<file path="config.mk">
export PLATFORM = sky130hd
export DESIGN_NAME = uart_debug_cmd_parser
export DESIGN_NICKNAME = d
export VERILOG_FILES = /design/src/rtl/uart_debug_pkg.sv /design/src/rtl/uart_debug_word_asm.sv /design/src/rtl/uart_debug_cmd_parser.sv
export SDC_FILE = /design/constraint.sdc
export NUM_CORES = 1
export LEC_CHECK = 0
export ABC_AREA = 0
export BUFFER_PORTS_ARGS = -buffer_cell sky130_fd_sc_hd__buf_2
export CAP_MARGIN = 20
export CORE_MARGIN = 10
export CORE_UTILIZATION = 30
export DETAILED_ROUTE_END_ITERATION = 8
export GPL_TIMING_DRIVEN = 0
export HOLD_SLACK_MARGIN = 0.06
export SLEW_MARGIN = 0
export SYNTH_ARGS = -nofsm -noshare
export SYNTH_HDL_FRONTEND = slang
export SYNTH_HIERARCHICAL = 1
export SYNTH_SLANG_ARGS = --single-unit
export TNS_END_PERCENT = 10
</file>
<file path="constraint.sdc">
create_clock -name clk -period 3.83 [get_ports clk]
set_input_delay 0 -clock clk [delete_from_list [all_inputs] [get_ports clk]]
set_output_delay 0 -clock clk [all_outputs]
set_load 0.02 [all_outputs]
</file>
<file path="src/rtl/uart_debug_pkg.sv">
// Shared constants for the UART debug command parser.
// Holds command codes, response bytes and the parser FSM encoding.
package uart_debug_pkg;
   localparam logic [7:0] CMD_WORD  = 8'h57;
   localparam logic [7:0] CMD_BYTE  = 8'h42;
   localparam logic [7:0] CMD_READ  = 8'h52;
   localparam logic [7:0] CMD_BLOCK = 8'h4C;

   localparam logic [7:0] RSP_ACK = 8'h06;
   localparam logic [7:0] RSP_NAK = 8'h15;

   localparam logic [2:0] S_CMD   = 3'd0;
   localparam logic [2:0] S_ADDR  = 3'd1;
   localparam logic [2:0] S_LEN   = 3'd2;
   localparam logic [2:0] S_DATA  = 3'd3;
   localparam logic [2:0] S_ISSUE = 3'd4;
   localparam logic [2:0] S_WAIT  = 3'd5;

   function automatic logic cmd_known(input logic [7:0] c);
      return (c == CMD_WORD) || (c == CMD_BYTE) || (c == CMD_READ) || (c == CMD_BLOCK);
   endfunction
endpackage

</file>
<file path="src/rtl/uart_debug_word_asm.sv">
// Little-endian byte-to-word assembler; word_dat is the completed value, right-aligned,
// valid combinationally in the cycle word_done is high (the last byte's strobe).
module uart_debug_word_asm (
   input  logic        clk,
   input  logic        rst,
   input  logic        clr,
   input  logic        byte_vld,
   input  logic [7:0]  byte_dat,
   input  logic [1:0]  last_idx,
   output logic        word_done,
   output logic [31:0] word_dat
);
   logic [1:0]  cnt;
   logic [31:0] sh;
   logic [31:0] sh_nxt;

   assign sh_nxt    = {byte_dat, sh[31:8]};
   assign word_done = byte_vld && (cnt == last_idx);
   // Short fields (1 or 2 bytes) sit at the top of the shift register; realign to bit 0.
   assign word_dat  = sh_nxt >> {(2'd3 - last_idx), 3'b000};

   always_ff @(posedge clk) begin
      if (rst || clr) begin
         cnt <= 2'd0;
         sh  <= 32'h0;
      end else if (byte_vld) begin
         sh  <= sh_nxt;
         cnt <= word_done ? 2'd0 : cnt + 2'd1;
      end
   end
endmodule

</file>
<file path="src/rtl/uart_debug_cmd_parser.sv">
// Parses UART debug frames into one-word debug-bus transactions, one outstanding at a time.
// Requests issue the cycle after a word's last byte; ACK/NAK reaches TX one cycle after the event.
module uart_debug_cmd_parser
   import uart_debug_pkg::*;
#(
   parameter int         TIMEOUT_CYCLES = 1_000_000,
   parameter int         TO_W           = 20,
   parameter logic [7:0] ACK_BYTE       = RSP_ACK,
   parameter logic [7:0] NAK_BYTE       = RSP_NAK
) (
   input  logic        clk,
   input  logic        rst,
   input  logic [7:0]  rx_data,
   input  logic        rx_valid,
   output logic [7:0]  tx_data,
   output logic        tx_valid,
   input  logic        tx_ready,
   output logic        uart_debug_req,
   output logic        uart_debug_we,
   output logic [31:0] uart_debug_addr,
   output logic [31:0] uart_debug_wdata,
   output logic        uart_debug_stb,
   input  logic        store_finish,
   input  logic        load_finish,
   output logic        busy,
   output logic        err_overflow,
   output logic        err_timeout
);
   logic [2:0]      state;
   logic [7:0]      cmd;
   logic [31:0]     frame_addr;
   logic [15:0]     len_rx;
   logic [15:0]     len_rem;
   logic            pend_vld;
   logic [31:0]     pend_dat;
   logic            abort;
   logic [TO_W-1:0] to_cnt;
   logic            rsp_vld;
   logic [7:0]      rsp_dat;

   logic        is_blk, axi_busy, fin_hit, to_run, to_hit;
   logic        asm_vld, asm_clr, asm_done;
   logic [1:0]  asm_last;
   logic [31:0] asm_word;

   assign is_blk   = (cmd == CMD_BLOCK);
   assign axi_busy = (state == S_ISSUE) || (state == S_WAIT);
   assign fin_hit  = axi_busy && (uart_debug_we ? store_finish : load_finish);
   assign to_run   = (state == S_ADDR) || (state == S_LEN) || (state == S_DATA);
   assign to_hit   = to_run && !rx_valid && (to_cnt == TO_W'(TIMEOUT_CYCLES - 1));
   assign asm_clr  = (state == S_CMD);
   // Block downloads keep assembling the next word while a transaction is in flight.
   assign asm_vld  = rx_valid && (to_run || (axi_busy && is_blk && !abort && (len_rx != 16'd0)));
   assign asm_last = (state == S_LEN) ? 2'd1 :
                     ((state != S_ADDR) && (cmd == CMD_BYTE)) ? 2'd0 : 2'd3;

   assign uart_debug_req = (state == S_ISSUE);
   assign busy           = (state != S_CMD);

   uart_debug_word_asm u_asm (
      .clk       (clk),
      .rst       (rst),
      .clr       (asm_clr),
      .byte_vld  (asm_vld),
      .byte_dat  (rx_data),
      .last_idx  (asm_last),
      .word_done (asm_done),
      .word_dat  (asm_word)
   );

   always_ff @(posedge clk) begin
      if (rst) begin
         state            <= S_CMD;
         cmd              <= 8'h0;
         frame_addr       <= 32'h0;
         len_rx           <= 16'h0;
         len_rem          <= 16'h0;
         pend_vld         <= 1'b0;
         pend_dat         <= 32'h0;
         abort            <= 1'b0;
         to_cnt           <= '0;
         rsp_vld          <= 1'b0;
         rsp_dat          <= 8'h0;
         tx_valid         <= 1'b0;
         tx_data          <= 8'h0;
         uart_debug_we    <= 1'b0;
         uart_debug_addr  <= 32'h0;
         uart_debug_wdata <= 32'h0;
         uart_debug_stb   <= 1'b0;
         err_overflow     <= 1'b0;
         err_timeout      <= 1'b0;
      end else begin
         rsp_vld <= 1'b0;
         to_cnt  <= (rx_valid || !to_run) ? '0 : to_cnt + TO_W'(1);

         if (tx_valid && tx_ready)
            tx_valid <= 1'b0;
         if (rsp_vld) begin
            if (tx_valid && !tx_ready)
               err_overflow <= 1'b1;
            else begin
               tx_valid <= 1'b1;
               tx_data  <= rsp_dat;
            end
         end

         if (to_hit) begin
            err_timeout <= 1'b1;
            rsp_vld     <= 1'b1;
            rsp_dat     <= NAK_BYTE;
            state       <= S_CMD;
         end else begin
            case (state)
               S_CMD: begin
                  pend_vld <= 1'b0;
                  abort    <= 1'b0;
                  if (rx_valid) begin
                     cmd <= rx_data;
                     if (cmd_known(rx_data))
                        state <= S_ADDR;
                     else begin
                        rsp_vld <= 1'b1;
                        rsp_dat <= NAK_BYTE;
                     end
                  end
               end
               S_ADDR: if (asm_done) begin
                  frame_addr <= asm_word;
                  if (cmd == CMD_READ) begin
                     uart_debug_we    <= 1'b0;
                     uart_debug_addr  <= asm_word;
                     uart_debug_wdata <= 32'h0;
                     uart_debug_stb   <= 1'b0;
                     state            <= S_ISSUE;
                  end else
                     state <= is_blk ? S_LEN : S_DATA;
               end
               S_LEN: if (asm_done) begin
                  len_rx  <= asm_word[15:0];
                  len_rem <= asm_word[15:0];
                  if (asm_word[15:0] == 16'd0) begin
                     rsp_vld <= 1'b1;
                     rsp_dat <= ACK_BYTE;
                     state   <= S_CMD;
                  end else
                     state <= S_DATA;
               end
               S_DATA: if (asm_done) begin
                  uart_debug_we    <= 1'b1;
                  uart_debug_addr  <= frame_addr;
                  uart_debug_wdata <= asm_word;
                  uart_debug_stb   <= (cmd == CMD_BYTE);
                  if (is_blk)
                     len_rx <= len_rx - 16'd1;
                  state <= S_ISSUE;
               end
               S_ISSUE, S_WAIT: begin
                  if (state == S_ISSUE)
                     state <= S_WAIT;
                  if (asm_done)
                     len_rx <= len_rx - 16'd1;
                  if (fin_hit) begin
                     if (!is_blk || abort || (len_rem == 16'd1)) begin
                        rsp_vld <= 1'b1;
                        rsp_dat <= abort ? NAK_BYTE : ACK_BYTE;
                        state   <= S_CMD;
                     end else begin
                        frame_addr      <= frame_addr + 32'd4;
                        uart_debug_addr <= frame_addr + 32'd4;
                        len_rem         <= len_rem - 16'd1;
                        if (pend_vld || asm_done) begin
                           uart_debug_wdata <= pend_vld ? pend_dat : asm_word;
                           pend_vld         <= pend_vld && asm_done;
                           pend_dat         <= asm_word;
                           state            <= S_ISSUE;
                        end else
                           state <= S_DATA;
                     end
                  end else if (asm_done) begin
                     if (pend_vld) begin
                        err_overflow <= 1'b1;
                        abort        <= 1'b1;
                     end else begin
                        pend_vld <= 1'b1;
                        pend_dat <= asm_word;
                     end
                  end
               end
               default: state <= S_CMD;
            endcase
         end
      end
   end
endmodule

</file>
Yosys cells after proc, flatten, opt, wreduce, memory -nomap -nowiden
Cells that the tools add are included.

storage, ports and cells
  register bits after elaboration = 249
  output and inout bits = 79
  logic and storage cells = 219

cells by class
  add/subtract/negate cells = 6
  equality and inequality tests = 44
  shift-type cells = 1
  muxes and demuxes = 85
  bitwise gates (word level) = 2
  reductions and logical operators = 59

operator list
  operator               count
  $mux 32                16
  $pmux 32 s3            2
  $mux 16                6
  $pmux 32 s2            1
  $eq 8x7->1 const B     7
  $mux 8                 6
  $pmux 16 s3            1
  $add 32x3->32 const B  1
  $pmux 16 s2            1
  $shr 32x5->32          1
  $sub 16x1->16 const B  2
  $mux 3                 10
  $ne 2x2->1 const B     15
  $reduce_and 5->1       6
  $mux 1                 29
  $ne 3x3->1 const B     9
  $pmux 8 s3             1
  $reduce_and 7->1       3
  $add 20x1->20 const B  1
  $eq 20x20->1 const B   1
  $eq 16x1->1 const B    1
  $logic_not 16->1       1
  $reduce_bool 16->1     1
  $pmux 3 s5             1
  26 further kinds       74

Logic depth before layout (Yosys ltp)
  depth after elaboration = 13
  depth in mapped cells = 17
  depth with buffers taken out = 13

Cells and area by module
Netlist, hierarchy kept.

modules (own cells, without submodules)
  module                 instances  cells each  area an instance (µm²)  seq. area each (µm²)
  uart_debug_cmd_parser  1          1340        10249.8                 4103.9
  uart_debug_word_asm    1          157         1542.7                  520.5

Least setup slack after synthesis
Ideal clock, no wire load.

  kind = flip-flop to flip-flop
  start point = reg state[2]
  end point = reg len_rem[6]
  setup time = 0.070 ns
  data arrival time = 3.783 ns
  slack = -0.024 ns
  cell stages (with the launch flop) = 18
  clock period less this slack = 3.854 ns
  cells stage by stage = dfxtp_1 -> nand2b_1 -> clkbuf_1 -> clkbuf_1 -> clkbuf_1 -> buf_1 -> nor3_1 -> a21oi_1 -> nor2_1 -> buf_2 -> and3_1 -> clkbuf_1 -> nand2b_1 -> or3b_2 -> a211oi_1 -> clkbuf_1 -> o21ai_0 -> a21oi_1

on the way
  longest elaborated chain between the ends = 10

RTL lines
  item                             line                          RTL
  start: declaration               uart_debug_cmd_parser.sv:29   logic [2:0] state;
  start signal: assignment         uart_debug_cmd_parser.sv:136  state <= is_blk ? S_LEN : S_DATA;
  $eq 3x3->1                       uart_debug_cmd_parser.sv:47   assign axi_busy = (state == S_ISSUE) || (state == S_WAIT);
  $logic_or 1x1->1                 uart_debug_cmd_parser.sv:47
  $logic_and 1x1->1 (3 in series)  uart_debug_cmd_parser.sv:53   assign asm_vld = rx_valid && (to_run || (axi_busy && is_blk && !abort && (len_rx != 16'd0)));
  $logic_or 1x1->1 *               uart_debug_cmd_parser.sv:53
  $logic_and 1x1->1 *              uart_debug_cmd_parser.sv:53
  via asm_vld                      uart_debug_cmd_parser.sv:42   logic asm_vld, asm_clr, asm_done;
  $logic_and 1x1->1 *              uart_debug_word_asm.sv:18     assign word_done = byte_vld && (cnt == last_idx);
  via asm_done                     uart_debug_cmd_parser.sv:42
  $ne 2x2->1 (no line) *           n/a
  $reduce_and 5->1 (no line) *     n/a
  end signal: assignment           uart_debug_cmd_parser.sv:140  len_rem <= asm_word[15:0];
  end signal: assignment           uart_debug_cmd_parser.sv:170  len_rem <= len_rem - 16'd1;
  end: declaration                 uart_debug_cmd_parser.sv:33   logic [15:0] len_rem;

The timed path passes the listed nets; every way through them passes the cells marked *. The select of a mux whose other input is x is not followed.
A chain may end at the register's enable or synchronous reset.

Worst setup path in the final report
  start point = reg state[2]
  end point = reg frame_addr[23]

on the way
  longest elaborated chain between the ends = 10

RTL lines
  item                             line                          RTL
  $eq 3x3->1                       uart_debug_cmd_parser.sv:47
  $logic_or 1x1->1                 uart_debug_cmd_parser.sv:47
  $logic_and 1x1->1 (3 in series)  uart_debug_cmd_parser.sv:53
  $logic_or 1x1->1 *               uart_debug_cmd_parser.sv:53
  $logic_and 1x1->1 *              uart_debug_cmd_parser.sv:53
  via asm_vld                      uart_debug_cmd_parser.sv:42
  $logic_and 1x1->1 *              uart_debug_word_asm.sv:18
  via asm_done                     uart_debug_cmd_parser.sv:42
  $ne 2x2->1 (no line) *           n/a
  $reduce_and 5->1 (no line) *     n/a
  end signal: assignment           uart_debug_cmd_parser.sv:128  frame_addr <= asm_word;
  end signal: assignment           uart_debug_cmd_parser.sv:168  frame_addr <= frame_addr + 32'd4;
  end: declaration                 uart_debug_cmd_parser.sv:31   logic [31:0] frame_addr;

Marked as above.

==> reports/qor.yml <==
detailed_routing:
  routedWlPerCell_um: 20.5
  drc_errors: 0
  dr.pass1.iters: 6
  num_vias: 12200
  route.final.wire_length_um: 44900
  drt-initial-drc-count: 1313
  ant_nets: 0
  via_per_inst: 5.58
synth:
  netlist.area_leader.share: 0.392
  synth_cell_types: 76
  async_flop_share: 0
  yosysSeqAreaShare: 0.392
  avgSynthCellArea_sq_um: 7.88
  synth-seq-cells: 231
  synth_top_area_cell: "dfxtp_1"
  synthFlopType: "dfxtp_1"
  synth_area_leaders: "dfxtp_1 (39%), a21oi_1 (6.5%), nand2_1 (5.9%), nor2_1 (5.5%), o21ai_0 (4.8%)"
  syn_area_sq_mm: 0.0118
  syn_inst: 1497
  yosys_warnings: 6
  synth_edf_count: 0
cts:
  clock_latency_ps: 550
  h-tree-depth: 1
  path_clk_slew_ps: 60
  cts.sinks: 231
  cts_buffer_depth: 3
  cts-buffers-inserted: 26
  cts-root-buf: "clkbuf_16"
  cts_tree: "yes"
timing:
  hold-worst-slack_ps: 119
  relSlewSlack: 0.278
  rsz0062_at_grt: "true"
  finalSetupViolations: 0
  setup_tns_ps: 0
  slew_viol_final: 0
  finalCritPeriodShare: 0.962
  finClkSkew_ps: 14.9
  fmax_ghz: 0.271
  timing_worst_slew_pin_value_ps: 1070
  setup_slack_ps: 145
  hold_violations: 0
  final.min_clock_period_ps: 3680
run_status:
  outcome: "completed"
placement:
  dp_hpwl_um: 33300
  place_ws_ps: -1580
  gp_congestion: 0.980
  placed_cells: 2106
  port_buffers: 88
floorplan:
  dieArea_sq_mm: 0.0476
  die_w_um: 218
  fp.dieH_um: 218
  core_area_sq_mm: 0.0387
  row_count: 72
  boundaryPins: 93
  start_util: 0.304
layout:
  fin_nets: 1673
  seqCellArea_sq_mm: 0.00463
  area_growth_pct: 22.2
  multi_input_area_sq_mm: 0.00677
  stdcell_count: 2189
  final_common_cell: "dfxtp_1"
  nFillCells: 4025
  mostFrequentLayoutCells: "dfxtp_1 (230), nand2_1 (186), nor2_1 (171)"
  layout-drive-gt1-share: 0.144
  n_antenna_cell: 0
hold_path:
  worstHoldEndpoint: "state[1]$_SDFFE_PP0P_"
  hold_depth: 4
  hold_path_class: "in -> reg"
  min_from: "load_finish"
global_route:
  grt-ovfl-total: 0
  grt_pass1_vias: 11400
  grt_pass1_wl_um: 67800
  grt.total_usage: 0.179
  antenna_found_initial: 0
  grt_max_degree: 15
setup_path:
  rr_endpoint: "frame_addr[23]$_SDFFE_PP0P_"
  cp_data_arrival_time_ps: 4160
  ff2ff_path_depth: 16
  end_kind: "flip-flop"
  rrSetupSlack_ps: 150
  r2r_start: "state[2]$_SDFFE_PP0P_"
  worstPathRequired_ps: 4310
  startpoint_type: "flip-flop"
  critical_path_class: "reg -> reg"
  crit_fanout: 10
power_and_ir_drop:
  ir_drop_mv: 0.307
  sequentialPowerShare: 0.442
  power.static_leakage_nw: 5.06
  sw_frac_of_total: 0.245
  power_density_mw_per_mm2: 383
  comb_power_share: 0.067
  p_switching_mw: 1.35
  clkPwrFrac: 0.491
  p_int_mw: 4.17
flow_run:
  drv_cap: 0
## worst max-delay path, stage by stage, from the launching register on
cell	delay, ps
dfxtp_4	400
nand2b_4	120
clkbuf_8	200
clkbuf_4	220
buf_4	230
nor3_2	170
a21oi_1	90
nor2_1	130
buf_6	160
and3_4	210
clkbuf_4	210
nand2_1	100
or2_2	360
a211oi_4	370
buf_2	340
o21ai_0	140
a21oi_1	140
## flip-flops by register name (all words and copies together), names as in the netlist, 2 cells and up
register / count
frame_addr: 32
rsp_dat: 3
uart_debug_addr: 32
state: 3
to_cnt: 20
tx_data: 3
u_asm/cnt: 2
u_asm/sh: 24
len_rem: 16
pend_dat: 32
len_rx: 16
cmd: 8
uart_debug_wdata: 32
## power groups by stage
stage               clock network [mW]  logic (mW)  registers, mW
floorplan                            0       0.208           2.50
global placement                     0       0.319           2.49
detailed placement                   0       0.320           2.50
CTS                               2.75       0.354           2.44
global route                      2.84       0.397           2.44
finish                            2.71       0.370           2.44
## cells by family (layout without fill, tap and decap cells)
group	count (synthesis)	after routing	share of synthesized area
xor+xnor	25	25	0.0186
simple gates	576	576	0.230
flops	231	231	0.392
fa+ha+maj	6	6	0.00637
other cells	1	4	0.000318
buf+inv	132	303	0.0484
compound gates	465	465	0.250
mux	61	61	0.0543
## per-layer routing
| layer | part of all wire | up-vias | global-route usage | routed length, um |
|---|---|---|---|---|
| li1 | - | 5724 | - | - |
| met1 | 0.42 | 5767 | 0.224 | 18900 |
| met2 | 0.44 | 595 | 0.286 | 19800 |
| met3 | 0.089 | 126 | 0.0369 | 3990 |
| met4 | 0.050 | 0 | 0.0877 | 2240 |
| met5 | 0 | - | 0 | 0 |
## metrics by stage
| step | cell area, sq um | power [mW] | util |
|---|---|---|---|
| global placement | 12900 | 2.81 | 0.333 |
| CTS | 14300 | 5.55 | 0.368 |
| global route | 14400 | 5.68 | 0.372 |
| finish | 14400 | 5.52 | 0.372 |
| floorplan | 11800 | 2.70 | - |
| detailed placement | 12900 | 2.82 | 0.333 |
## cells in the mapped netlist, types with 11 or more instances
cell type / n
xor2_1: 14
a21o_1: 12
a211oi_1: 42
mux2i_1: 52
nor3_1: 35
nand3_1: 32
nand2b_1: 12
buf_2: 12
inv_1: 16
a21oi_1: 154
nor2_1: 172
nand2_1: 186
and3_1: 26
clkbuf_1: 86
buf_4: 11
a22o_1: 11
a31oi_1: 15
and2_1: 14
dfxtp_1: 231
a311oi_1: 12
nand4_1: 16
a22oi_1: 40
nor4_1: 19
nor2b_1: 15
xnor2_1: 11
o21ai_0: 114
## cell type report
cell class                 instances  share of cell area
clock inverter                    16              0.0169
multi-input combinational       1137               0.469
clock buffer                      30              0.0469
sequential                       231               0.321
tap                              518              0.0450
inverter                          16             0.00417
buffer                           115              0.0402
timing repair buffer             126              0.0562
## timing repair
item | CTS | global route
endpoints found under the setup margin | 172 | 119
endpoints found under the hold margin | 33 | 0
hold buffers | 27 | 0
pin swaps | 5 | 1
setup buffers | 9 | 2
resized for setup | 40 | 41
## how the worst max path moves through the flow
stage	startpoint	endpoint	slack, ps	depth (start not counted)
detailed placement	state[2]$_SDFFE_PP0P_	frame_addr[27]$_SDFFE_PP0P_	-1580	17
CTS	state[2]$_SDFFE_PP0P_	uart_debug_addr[16]$_SDFFE_PP0P_	-60	14
global route	state[2]$_SDFFE_PP0P_	frame_addr[28]$_SDFFE_PP0P_	-9	16
global placement	state[2]$_SDFFE_PP0P_	frame_addr[27]$_SDFFE_PP0P_	-1520	17
floorplan	state[2]$_SDFFE_PP0P_	len_rem[6]$_SDFFE_PP0P_	90	17
finish	state[2]$_SDFFE_PP0P_	frame_addr[23]$_SDFFE_PP0P_	150	16
No activity file was read; power rests on OpenSTA's default activity.
